`config.mk`:
```
export PLATFORM = sky130hd
export DESIGN_NAME = hilo_div_ctrl_flat
export DESIGN_NICKNAME = d
export VERILOG_FILES = /design/src/rtl/hilo_div_ctrl_if.sv /design/src/rtl/hilo_div_ctrl.sv /design/src/flat_wrapper.sv
export SDC_FILE = /design/constraint.sdc
export NUM_CORES = 1
export LEC_CHECK = 0
export ABC_AREA = 0
export ABC_CLOCK_PERIOD_IN_PS = 2200
export CORE_AREA = 2 2 94 96
export CTS_CLUSTER_SIZE = 14
export DETAILED_ROUTE_END_ITERATION = 10
export DIE_AREA = 0 0 96 98
export PLACE_DENSITY = 0.9
export SLEW_MARGIN = 15
export SYNTH_ARGS = -nofsm -noshare
export SYNTH_HDL_FRONTEND = slang
export SYNTH_SLANG_ARGS = --single-unit
```
`constraint.sdc`:
```
create_clock -name clk -period 2.2 [get_ports clk]
set_input_delay 0.44 -clock clk [delete_from_list [all_inputs] [get_ports clk]]
set_output_delay 0.44 -clock clk [all_outputs]
set_load 0.01 [all_outputs]
```
`src/rtl/hilo_div_ctrl_if.sv`:
```
// rtl/hilo_div_ctrl_if.sv - pipeline request and divider handshake bundle for the HI/LO divide front end
interface hilo_div_ctrl_if #(
    parameter int WIDTH = 16
);
    logic               op_valid;
    logic [2:0]         op_sel;
    logic [WIDTH-1:0]   op_a;
    logic [WIDTH-1:0]   op_b;
    logic               stall;
    logic               mf_valid;
    logic [WIDTH-1:0]   mf_data;
    logic               div_start;
    logic [WIDTH-1:0]   div_dividend;
    logic [WIDTH-1:0]   div_divisor;
    logic               div_ready;
    logic [2*WIDTH-1:0] div_result;
    logic [WIDTH-1:0]   hi;
    logic [WIDTH-1:0]   lo;
    logic               busy;
    logic               dz_flag;
    logic               timeout_flag;

    modport master (
        output op_valid, op_sel, op_a, op_b, div_ready, div_result,
        input  stall, mf_valid, mf_data, div_start, div_dividend, div_divisor,
        input  hi, lo, busy, dz_flag, timeout_flag
    );

    modport slave (
        input  op_valid, op_sel, op_a, op_b, div_ready, div_result,
        output stall, mf_valid, mf_data, div_start, div_dividend, div_divisor,
        output hi, lo, busy, dz_flag, timeout_flag
    );
endinterface

```
`src/rtl/hilo_div_ctrl.sv`:
```
// rtl/hilo_div_ctrl.sv - EX-stage HI/LO front end that launches the iterative divider and captures its result
module hilo_div_ctrl #(
    parameter int WIDTH    = 16,
    parameter int MAX_WAIT = 64
) (
    input logic             clk,
    input logic             rst_n,
    hilo_div_ctrl_if.slave  bus
);
    localparam int CW = $clog2(MAX_WAIT + 1);
    localparam logic [CW-1:0] LAST_WAIT = CW'(MAX_WAIT - 1);

    typedef enum logic [1:0] {IDLE, ARM, WAIT} state_t;

    state_t           state;
    logic [CW-1:0]    wait_cnt;
    logic [WIDTH-1:0] hi_q;
    logic [WIDTH-1:0] lo_q;
    logic [WIDTH-1:0] dividend_q;
    logic [WIDTH-1:0] divisor_q;
    logic             start_q;
    logic             dz_q;
    logic             timeout_q;
    logic             op_known;
    logic             accept;

    always_comb begin
        op_known     = bus.op_valid && (bus.op_sel <= 3'd4);
        accept       = op_known && (state == IDLE);
        bus.stall    = op_known && (state != IDLE);
        bus.mf_valid = accept && ((bus.op_sel == 3'd3) || (bus.op_sel == 3'd4));
        bus.mf_data  = '0;
        if (bus.mf_valid) begin
            bus.mf_data = (bus.op_sel == 3'd3) ? hi_q : lo_q;
        end
    end

    assign bus.div_start    = start_q;
    assign bus.div_dividend = dividend_q;
    assign bus.div_divisor  = divisor_q;
    assign bus.hi           = hi_q;
    assign bus.lo           = lo_q;
    assign bus.busy         = (state != IDLE);
    assign bus.dz_flag      = dz_q;
    assign bus.timeout_flag = timeout_q;

    always_ff @(posedge clk) begin
        if (!rst_n) begin
            state      <= IDLE;
            wait_cnt   <= '0;
            hi_q       <= '0;
            lo_q       <= '0;
            dividend_q <= '0;
            divisor_q  <= '0;
            start_q    <= 1'b0;
            dz_q       <= 1'b0;
            timeout_q  <= 1'b0;
        end else begin
            case (state)
                IDLE: begin
                    if (accept) begin
                        case (bus.op_sel)
                            3'd0: begin
                                dz_q      <= (bus.op_b == '0);
                                timeout_q <= 1'b0;
                                if (bus.op_b != '0) begin
                                    dividend_q <= bus.op_a;
                                    divisor_q  <= bus.op_b;
                                    start_q    <= 1'b1;
                                    wait_cnt   <= '0;
                                    state      <= ARM;
                                end else begin
                                    hi_q <= bus.op_a;
                                    lo_q <= '1;
                                end
                            end
                            3'd1:    hi_q <= bus.op_a;
                            3'd2:    lo_q <= bus.op_a;
                            default: ;
                        endcase
                    end
                end
                // A ready left over from the previous divide is ignored here.
                ARM: state <= WAIT;
                WAIT: begin
                    if (bus.div_ready) begin
                        lo_q     <= bus.div_result[WIDTH-1:0];
                        hi_q     <= bus.div_result[2*WIDTH-1:WIDTH];
                        start_q  <= 1'b0;
                        wait_cnt <= '0;
                        state    <= IDLE;
                    end else if (wait_cnt == LAST_WAIT) begin
                        timeout_q <= 1'b1;
                        start_q   <= 1'b0;
                        wait_cnt  <= '0;
                        state     <= IDLE;
                    end else begin
                        wait_cnt <= wait_cnt + 1'b1;
                    end
                end
                default: state <= IDLE;
            endcase
        end
    end
endmodule

```
`src/flat_wrapper.sv`:
```
// flat-port wrapper written by rule: the top's interface ports become plain ports
module hilo_div_ctrl_flat 
#(
    parameter int WIDTH    = 16,
    parameter int MAX_WAIT = 64
)
  (clk, rst_n, bus_op_valid, bus_op_sel, bus_op_a, bus_op_b, bus_div_ready, bus_div_result, bus_stall, bus_mf_valid, bus_mf_data, bus_div_start, bus_div_dividend, bus_div_divisor, bus_hi, bus_lo, bus_busy, bus_dz_flag, bus_timeout_flag);
  hilo_div_ctrl_if #(.WIDTH(WIDTH)) bus_i ();
  input logic clk;
  input logic rst_n;
  input wire logic [$bits(bus_i.op_valid)-1:0] bus_op_valid;
  input wire logic [$bits(bus_i.op_sel)-1:0] bus_op_sel;
  input wire logic [$bits(bus_i.op_a)-1:0] bus_op_a;
  input wire logic [$bits(bus_i.op_b)-1:0] bus_op_b;
  input wire logic [$bits(bus_i.div_ready)-1:0] bus_div_ready;
  input wire logic [$bits(bus_i.div_result)-1:0] bus_div_result;
  output wire logic [$bits(bus_i.stall)-1:0] bus_stall;
  output wire logic [$bits(bus_i.mf_valid)-1:0] bus_mf_valid;
  output wire logic [$bits(bus_i.mf_data)-1:0] bus_mf_data;
  output wire logic [$bits(bus_i.div_start)-1:0] bus_div_start;
  output wire logic [$bits(bus_i.div_dividend)-1:0] bus_div_dividend;
  output wire logic [$bits(bus_i.div_divisor)-1:0] bus_div_divisor;
  output wire logic [$bits(bus_i.hi)-1:0] bus_hi;
  output wire logic [$bits(bus_i.lo)-1:0] bus_lo;
  output wire logic [$bits(bus_i.busy)-1:0] bus_busy;
  output wire logic [$bits(bus_i.dz_flag)-1:0] bus_dz_flag;
  output wire logic [$bits(bus_i.timeout_flag)-1:0] bus_timeout_flag;
  assign bus_i.op_valid = bus_op_valid;
  assign bus_i.op_sel = bus_op_sel;
  assign bus_i.op_a = bus_op_a;
  assign bus_i.op_b = bus_op_b;
  assign bus_i.div_ready = bus_div_ready;
  assign bus_i.div_result = bus_div_result;
  assign bus_stall = bus_i.stall;
  assign bus_mf_valid = bus_i.mf_valid;
  assign bus_mf_data = bus_i.mf_data;
  assign bus_div_start = bus_i.div_start;
  assign bus_div_dividend = bus_i.div_dividend;
  assign bus_div_divisor = bus_i.div_divisor;
  assign bus_hi = bus_i.hi;
  assign bus_lo = bus_i.lo;
  assign bus_busy = bus_i.busy;
  assign bus_dz_flag = bus_i.dz_flag;
  assign bus_timeout_flag = bus_i.timeout_flag;
  hilo_div_ctrl #(.WIDTH(WIDTH), .MAX_WAIT(MAX_WAIT)) u_core (.clk(clk), .rst_n(rst_n), .bus(bus_i));
endmodule
```
==> results of run 1 <==
-- critical path: cells and delay by family --
| family | cells | cell delay [ns] |
|---|---|---|
| AND/OR/NAND/NOR | 2 | 0.35 |
| buffers and inverters | 3 | 0.68 |
| AO/OA/AOI/OAI | 2 | 0.23 |
-- per-layer routing --
layer	vias up	share of wire [%]	routed length (um)	GRT usage [%]
met1	1715	41	4865	28.44
met3	27	7.7	907	7.099
li1	1698	-	-	-
met2	162	48	5719	40.38
met4	0	2.7	320	10.55
met5	-	0	0	0
-- cell families after synthesis --
group | Yosys count | synth area share (%)
compound gates | 120 | 28.97
simple gates | 108 | 16.93
flops | 76 | 44.09
buf+inv | 36 | 5.004
mux | 16 | 4.641
fa+ha+maj | 1 | 0.3625
-- synthesized netlist by cell type (all sizes together), types with 2 or more instances --
| cell type | instances | area share, % |
|---|---|---|
| nor3 | 2 | 0.29 |
| clkbuf | 13 | 1.4 |
| nor2 | 3 | 0.33 |
| nand2 | 74 | 8.0 |
| o21ai | 4 | 0.58 |
| nand2b | 3 | 0.76 |
| nand3 | 6 | 0.87 |
| nand3b | 2 | 0.43 |
| o221a | 16 | 5.2 |
| mux2i | 16 | 4.6 |
| and3 | 4 | 0.73 |
| dfxtp | 76 | 44 |
| a211oi | 2 | 0.43 |
| inv | 7 | 0.76 |
| a22o | 48 | 12 |
| nor4 | 5 | 3.1 |
| buf | 15 | 2.7 |
| a311oi | 3 | 0.76 |
| a21oi | 24 | 3.5 |
| o31a | 17 | 4.3 |
| nor2b | 3 | 0.54 |
-- worst max path at each step --
stage                  startpoint  slack [ns]         endpoint
floorplan           bus_op_sel[1]        0.26  bus_mf_data[10]
global placement    bus_op_sel[1]       -0.61   bus_mf_data[5]
detailed placement  bus_op_sel[1]       -0.71  bus_mf_data[14]
CTS                 bus_op_sel[0]       0.008  bus_mf_data[14]
global route        bus_op_sel[2]       -0.02  bus_mf_data[10]
finish              bus_op_sel[2]        0.04   bus_mf_data[4]
-- stage by stage --
step           cells  total power [uW]  setup TNS (ns)  hold slack, ns  util [%]
2_1_floorplan    357              1644               0          0.4201         -
3_3_place_gp     625              1945          -14.91          0.4268     62.92
3_5_place_dp     625              1958          -18.13          0.4449     62.92
4_1_cts          646              3217               0          0.4550     65.76
5_1_grt          647              3321         -0.1339          0.4829     65.83
6_report         647              3200               0          0.4564     65.83
-- layout make-up --
class / count / area, um2
Clock buffer: 11 / 131.4
Clock inverter: 5 / 100.1
Multi-Input combinational cell: 245 / 1807
Sequential cell: 76 / 1521
Inverter: 8 / 30.03
Tap cell: 108 / 135.1
Timing Repair Buffer: 194 / 1848
Fill cell: 666 / 2893
-- registers in the layout, summed over array words and instances (netlist names) --
name	flops
u_core.bus.lo	16
u_core.bus.div_divisor	16
u_core.bus.div_dividend	16
u_core.bus.timeout_flag	1
u_core.wait_cnt	7
u_core.bus.dz_flag	1
u_core.bus.div_start	1
u_core.bus.hi	16
u_core.state	2
-- power by group --
part / switching (uW) / internal [uW] / leakage, uW
clock network: 507 / 752 / 0.000117
registers: 28.6 / 1410 / 0.000616
logic: 211 / 288 / 0.00149
-- what timing repair did --
action / 4_1_cts / 5_1_grt
resized for setup: 76 / 7
cloned: 0 / 0
setup buffers: 5 / 1
setup endpoints to repair: 18 / 15
pin swaps: 3 / 2
==> impl_results.md, run 1 <==
- Kind of critical path: in -> out
- Number of synthesized flops with an enable pin: 0
- Clock transition at path regs: 0.08 ns
- Cell Area, Synth: 3451 um2
- Outcome: finished, final reports clean
- Cell Rows: 34
- Cell depth of the worst flop-to-flop path: 5
- First-pass GRT wire length: 17.62 mm
- DRC viols: 0
- IO Pins: 157
- CTS Buffer Depth: 2
- Antenna violations before repair: 0
- CTS tree: yes
- Crit-path cells: dlygate4sd2_1 > nand3b_1 > o21ai_2 > nand3_2 > buf_4 > a21oi_2 > clkdlybuf4s15_1
- Syn Nets: 429
- Area growth, synth to finish: 61.49%
- Worst-Skew Late Latency: 0.34 ns
- Final #Nets: 606
- Port Buffer Count: 156
- Pin count of the biggest net entering global routing: 35
- Ys async rst share: 0%
- Worst flop-to-flop path startpoint: u_core.state[1]$_SDFFE_PN0P_
- Grt ovf: 0
- Critical Path End Type: output port
- Initial core utilization: 40.76%
- Maxcap violations: 0
- Syn avg cell area: 9.666 um2
- CTS Sinks: 76
- Diode count: 0
- Routed length per instance: 18.26 um
- Fin area: 5573 um2
- Critical path fanouts, max: 3
- Routability Congestion: 0.8431
- Arrival time worst endpoint: 1.72 ns
- Worst R2R End: u_core.bus.hi[14]$_SDFFE_PN0P_
- Min-delay worst type: reg -> reg
- Ys flop type: dfxtp_1
- Die Wd: 96 um
- Vias per Instance: 5.567
- Final HPWL DP: 8.296 mm
- Cell Pwr Density: 574.2 nW/um2
- Fin. max-slew vios: 0
- Max frequency: 464.0 MHz
- Routed Antenna Nets: 0
- Critical Path RT: 1.76 ns
- Period utilisation layout: 97.96%
- Number of distinct library cells after synthesis: 39
- R2R Setup Slk: 0.42 ns
- Min Clock Period, post-route: 2.155 ns
- Worst-Margin Slew: 0.4421 ns
- Most frequent cells in the layout: clkdlybuf4s50_1, dfxtp_1, nand2_1
- Hold endpoint: u_core.wait_cnt[6]$_SDFFE_PN0P_
- Final setup vio count: 0
- Vias in the first global route: 3566
- Hold Path Origin: u_core.wait_cnt[6]$_SDFFE_PN0P_
- Share of layout cells above drive strength 1: 16.70%
- Final setup margin: 0.04482 ns
- Peak VDD IR: 0.2729 mV
- Drt pass-1 iters: 5
- Hold depth: 2
- Cell Area, Placed: 5326 um2
- P_leak: 0.002226 uW
- Synthesis Warnings: 0
- Seq/Total Area, Yosys: 44.09%
- Worst Setup Start Kind: primary input
- Initial DRC count: 150
- Die Span Y: 98 um
- Clock tree root driver cell: clkbuf_8
- Die area: 9408 um2
- # H-tree levels: 3
- Num CTS Buffers: 9
- CORE AREA: 8466 um2
- Slowest Stage Delay on Critical Path: 0.25 ns
- Tot GR Track Use: 24.22%
- Cell count after synthesis: 357
- Via count: 3602
- Fin. Hold Viols: 0
- Hold-fix buffers at CTS: 0
- Worst path slowest cell: dlygate4sd2_1
- Yosys reg bits: 76
- Leading cell type in the layout, fill and taps excluded: clkdlybuf4s50_1
- Clk_skew: 0.008736 ns
- Slew HR: 70.53%
- Routed wire length: 11.81 mm
- Pre-CTS WS: -0.7117 ns
(Power assumes the default switching activity.)
==> run 2, diff against run 1 <==
ABC_AREA = 1   (was 0)
CORE_AREA = 2 2 97 99   (was 2 2 94 96)
DIE_AREA = 0 0 99 101   (was 0 0 96 98)
PLACE_DENSITY = 0.89   (was 0.9)
==> impl_results.md, run 2 <==
- Outcome: finished, final reports clean
- Cell depth of the worst flop-to-flop path: 7 (+2)
- Syn avg cell area: 7.018 um2 (-27%)
- Syn Nets: 612 (+43%)
- RSZ-0062 raised after global routing: false
- Die area: 9999 um2 (+6.3%)
- Area growth, synth to finish: 51.14%
- Final #Nets: 770 (+27%)
- Routed wire length: 13.36 mm (+13%)
- Arrival time worst endpoint: 1.65 ns (-0.07 ns)
- Slew HR: 60.59% (-9.9 points)
- Largest family of logic cells by synthesized area: simple AND/OR/NAND/NOR gates
- Critical Path End Type: output port
- Antenna violations before repair: 0 (unchanged)
- Initial core utilization: 42.22% (+1.5 points)
- Drt pass-1 iters: 5 (unchanged)
- Share of layout cells above drive strength 1: 13.23% (-3.5 points)
- Critical Path RT: 1.76 ns (about the same)
- Via count: 4530 (+26%)
- Area share of fa/ha/maj cells after synthesis: 0.3301% (-0.032 points)
- Ys flop type: dfxtp_1
- Compound-gate portion of the synthesized area: 13.90% (-15 points)
- Final HPWL DP: 10.12 mm (+22%)
- Final core occ: 63.80% (-2.0 points)
- CTS Sinks: 76 (unchanged)
- Routed length per instance: 16.41 um (-10%)
- Worst R2R End: u_core.bus.hi[14]$_SDFFE_PN0P_
- Top post-synthesis cells by count: nand2_1, nor2_1, dfxtp_1
- Initial DRC count: 305 (+100%)
- Die Wd: 99 um (+3.1%)
- Kind of critical path: in -> out
- Worst Setup Start Kind: primary input
- Grt ovf: 0 (unchanged)
- CTS tree: yes
- Vias in the first global route: 4430 (+24%)
- Clock tree root driver cell: clkbuf_8
- Routability Congestion: 0.9606 (+14%)
- Clk_skew: 0.01275 ns (+0.004018 ns)
- Ys async rst share: 0% (unchanged)
- Fin. max-slew vios: 0 (unchanged)
- Cell Pwr Density: 568.8 nW/um2 (-0.95%)
- Diode count: 0 (unchanged)
- R2R Setup Slk: 0.48 ns (+0.06 ns)
- Crit path launch: bus_op_sel[0]
- Routed Antenna Nets: 0 (unchanged)
- Cell Rows: 35 (+2.9%)
- Synth area leader: dfxtp_1
- Vias per Instance: 5.565 (about the same)
- Mux cell area share after synthesis: 0% (-4.6 points)
- Maxcap violations: 0 (unchanged)
- CTS Buffer Depth: 2 (unchanged)
- Pwr Total: 3258 uW (+1.8%)
- Final setup margin: 0.1127 ns (+0.06787 ns)
- Period utilisation layout: 94.88% (-3.1 points)
- Die Span Y: 101 um (+3.1%)
- CORE AREA: 8977 um2 (+6.0%)
- Min Clock Period, post-route: 2.087 ns (-0.06787 ns)
- Worst-Margin Slew: 0.5897 ns (+0.1476 ns)
- Critical path fanouts, max: 16 (+13)
- Synthesis Warnings: 0 (unchanged)
- Final hold slack: 0.4520 ns (-0.004425 ns)
- Final setup vio count: 0 (unchanged)
- Max frequency: 479.1 MHz (+3.3%)
- Count leader, synth: nand2_1
- P_leak: 0.002127 uW (-4.5%)
- # H-tree levels: 3 (unchanged)
- Leading cell type in the layout, fill and taps excluded: nand2_1
- Top cell type's share of synthesized area: 40.15% (-3.9 points)
- Worst-Skew Late Latency: 0.35 ns (about the same)
- CP endpoint: bus_mf_data[12]
- Number of distinct library cells after synthesis: 29 (-26%)
- Xor/xnor share of the synthesized area: 0% (unchanged)
- Port Buffer Count: 156 (unchanged)
- Pre-CTS WS: -0.5530 ns (+0.1587 ns)
- Num CTS Buffers: 9 (unchanged)
- IO Pins: 157 (unchanged)
- Fin. Hold Viols: 0 (unchanged)
- Largest cells by area after synthesis: dfxtp_1, nand2_1, nand4_1, nor2_1, a21oi_1
- Number of synthesized flops with an enable pin: 0 (unchanged)
- Simple-gate portion of the synthesized area: 37.74% (+21 points)
- Fill cell count: 772 (+16%)
- Pin count of the biggest net entering global routing: 39 (+11%)
- Min-delay worst type: reg -> reg
- Clock transition at path regs: 0.07 ns (about the same)
- Yosys reg bits: 76 (unchanged)
- Tot GR Track Use: 26.30% (+2.1 points)
- Worst flop-to-flop path startpoint: u_core.state[0]$_SDFFE_PN0P_
- Cell count after synthesis: 540 (+51%)
- Peak VDD IR: 0.3456 mV (+27%)
- DRC viols: 0 (unchanged)
- Most frequent cells in the layout: nand2_1, clkdlybuf4s50_1, nor2_1
- First-pass GRT wire length: 21.23 mm (+20%)
- Cell Area, Synth: 3790 um2 (+9.8%)
- Seq/Total Area, Yosys: 40.15% (-3.9 points)
==> run 2: cell types whose count changed after synthesis, sizes merged, moves of 11 or more <==
cell,delta
o221a,-16
nand2,+73
nand3,+20
o31a,-17
nor2,+83
nand4,+49
a21oi,+31
o21ai,+33
a22o,-48
buf,+11
mux2i,-16
==> run 2: worst min-delay path by stage <==
stage,startpoint,end,depth (start not counted)
after floorplan,u_core.wait_cnt[6]$_SDFFE_PN0P_,u_core.wait_cnt[6]$_SDFFE_PN0P_,2
after global placement,u_core.wait_cnt[6]$_SDFFE_PN0P_,u_core.wait_cnt[6]$_SDFFE_PN0P_,2
after detailed placement,u_core.wait_cnt[6]$_SDFFE_PN0P_,u_core.wait_cnt[6]$_SDFFE_PN0P_,2
after CTS,u_core.wait_cnt[6]$_SDFFE_PN0P_,u_core.wait_cnt[6]$_SDFFE_PN0P_,2
after global routing,u_core.wait_cnt[6]$_SDFFE_PN0P_,u_core.wait_cnt[6]$_SDFFE_PN0P_,2
final,u_core.wait_cnt[6]$_SDFFE_PN0P_,u_core.wait_cnt[6]$_SDFFE_PN0P_,2
==> run 2: cell type report <==
class / instances / area [um2] / area share (%)
well taps: 111 / 138.9 / 2.425
clock inverters: 3 / 42.54 / 0.7427
repair buffers: 184 / 1784 / 31.15
flip-flops and latches: 76 / 1523 / 26.58
inverters: 17 / 70.07 / 1.223
clock buffers: 13 / 178.9 / 3.124
multi-input cells: 410 / 1991 / 34.75
==> run 2: metal layers <==
metal | global-route usage (%) | part of all wire [%] | vias to the layer above
li1 | - | - | 2136
met1 | 30.24 | 38 | 2108
met2 | 46.62 | 50 | 249
met3 | 4.785 | 7.6 | 37
met4 | 13.49 | 3.7 | 0
met5 | 0 | 0 | -
==> run 2: worst max-delay path: stages <==
cell	delay (ns)
dlygate4sd2_1	0.28
o21ai_2	0.19
nand3_2	0.12
nor2_4	0.12
buf_4	0.12
inv_4	0.07
a21oi_1	0.14
clkbuf_2	0.15
==> run 2: through the flow <==
stage	setup TNS, ns	instances	instance area [um2]
CTS	-0.0008641	814	5786
global route	0	814	5728
global placement	-6.779	796	5552
finish	0	814	5728
floorplan	0	540	3790
detailed placement	-8.822	796	5552
==> run 2: repair_timing <==
| item | in CTS | in global routing |
|---|---|---|
| gates resized for setup | 36 | 29 |
| endpoints found under the setup margin | 18 | 16 |
| hold buffers | 0 | 0 |
| endpoints found under the hold margin | 0 | 0 |
| pin swaps | 1 | 1 |
| buffers inserted | 2 | 0 |
==> run 2: logic make-up (layout without fill, tap and decap cells) <==
family / after synthesis / count (layout)
simple gates: 312 / 312
buf+inv: 54 / 217
flops: 76 / 76
compound gates: 97 / 97
fa+ha+maj: 1 / 1
==> run 2: power breakdown <==
part           switching (uW)  total, uW  internal, uW
sequential               39.8       1460          1420
clock                     510       1160           647
combinational             315        636           321
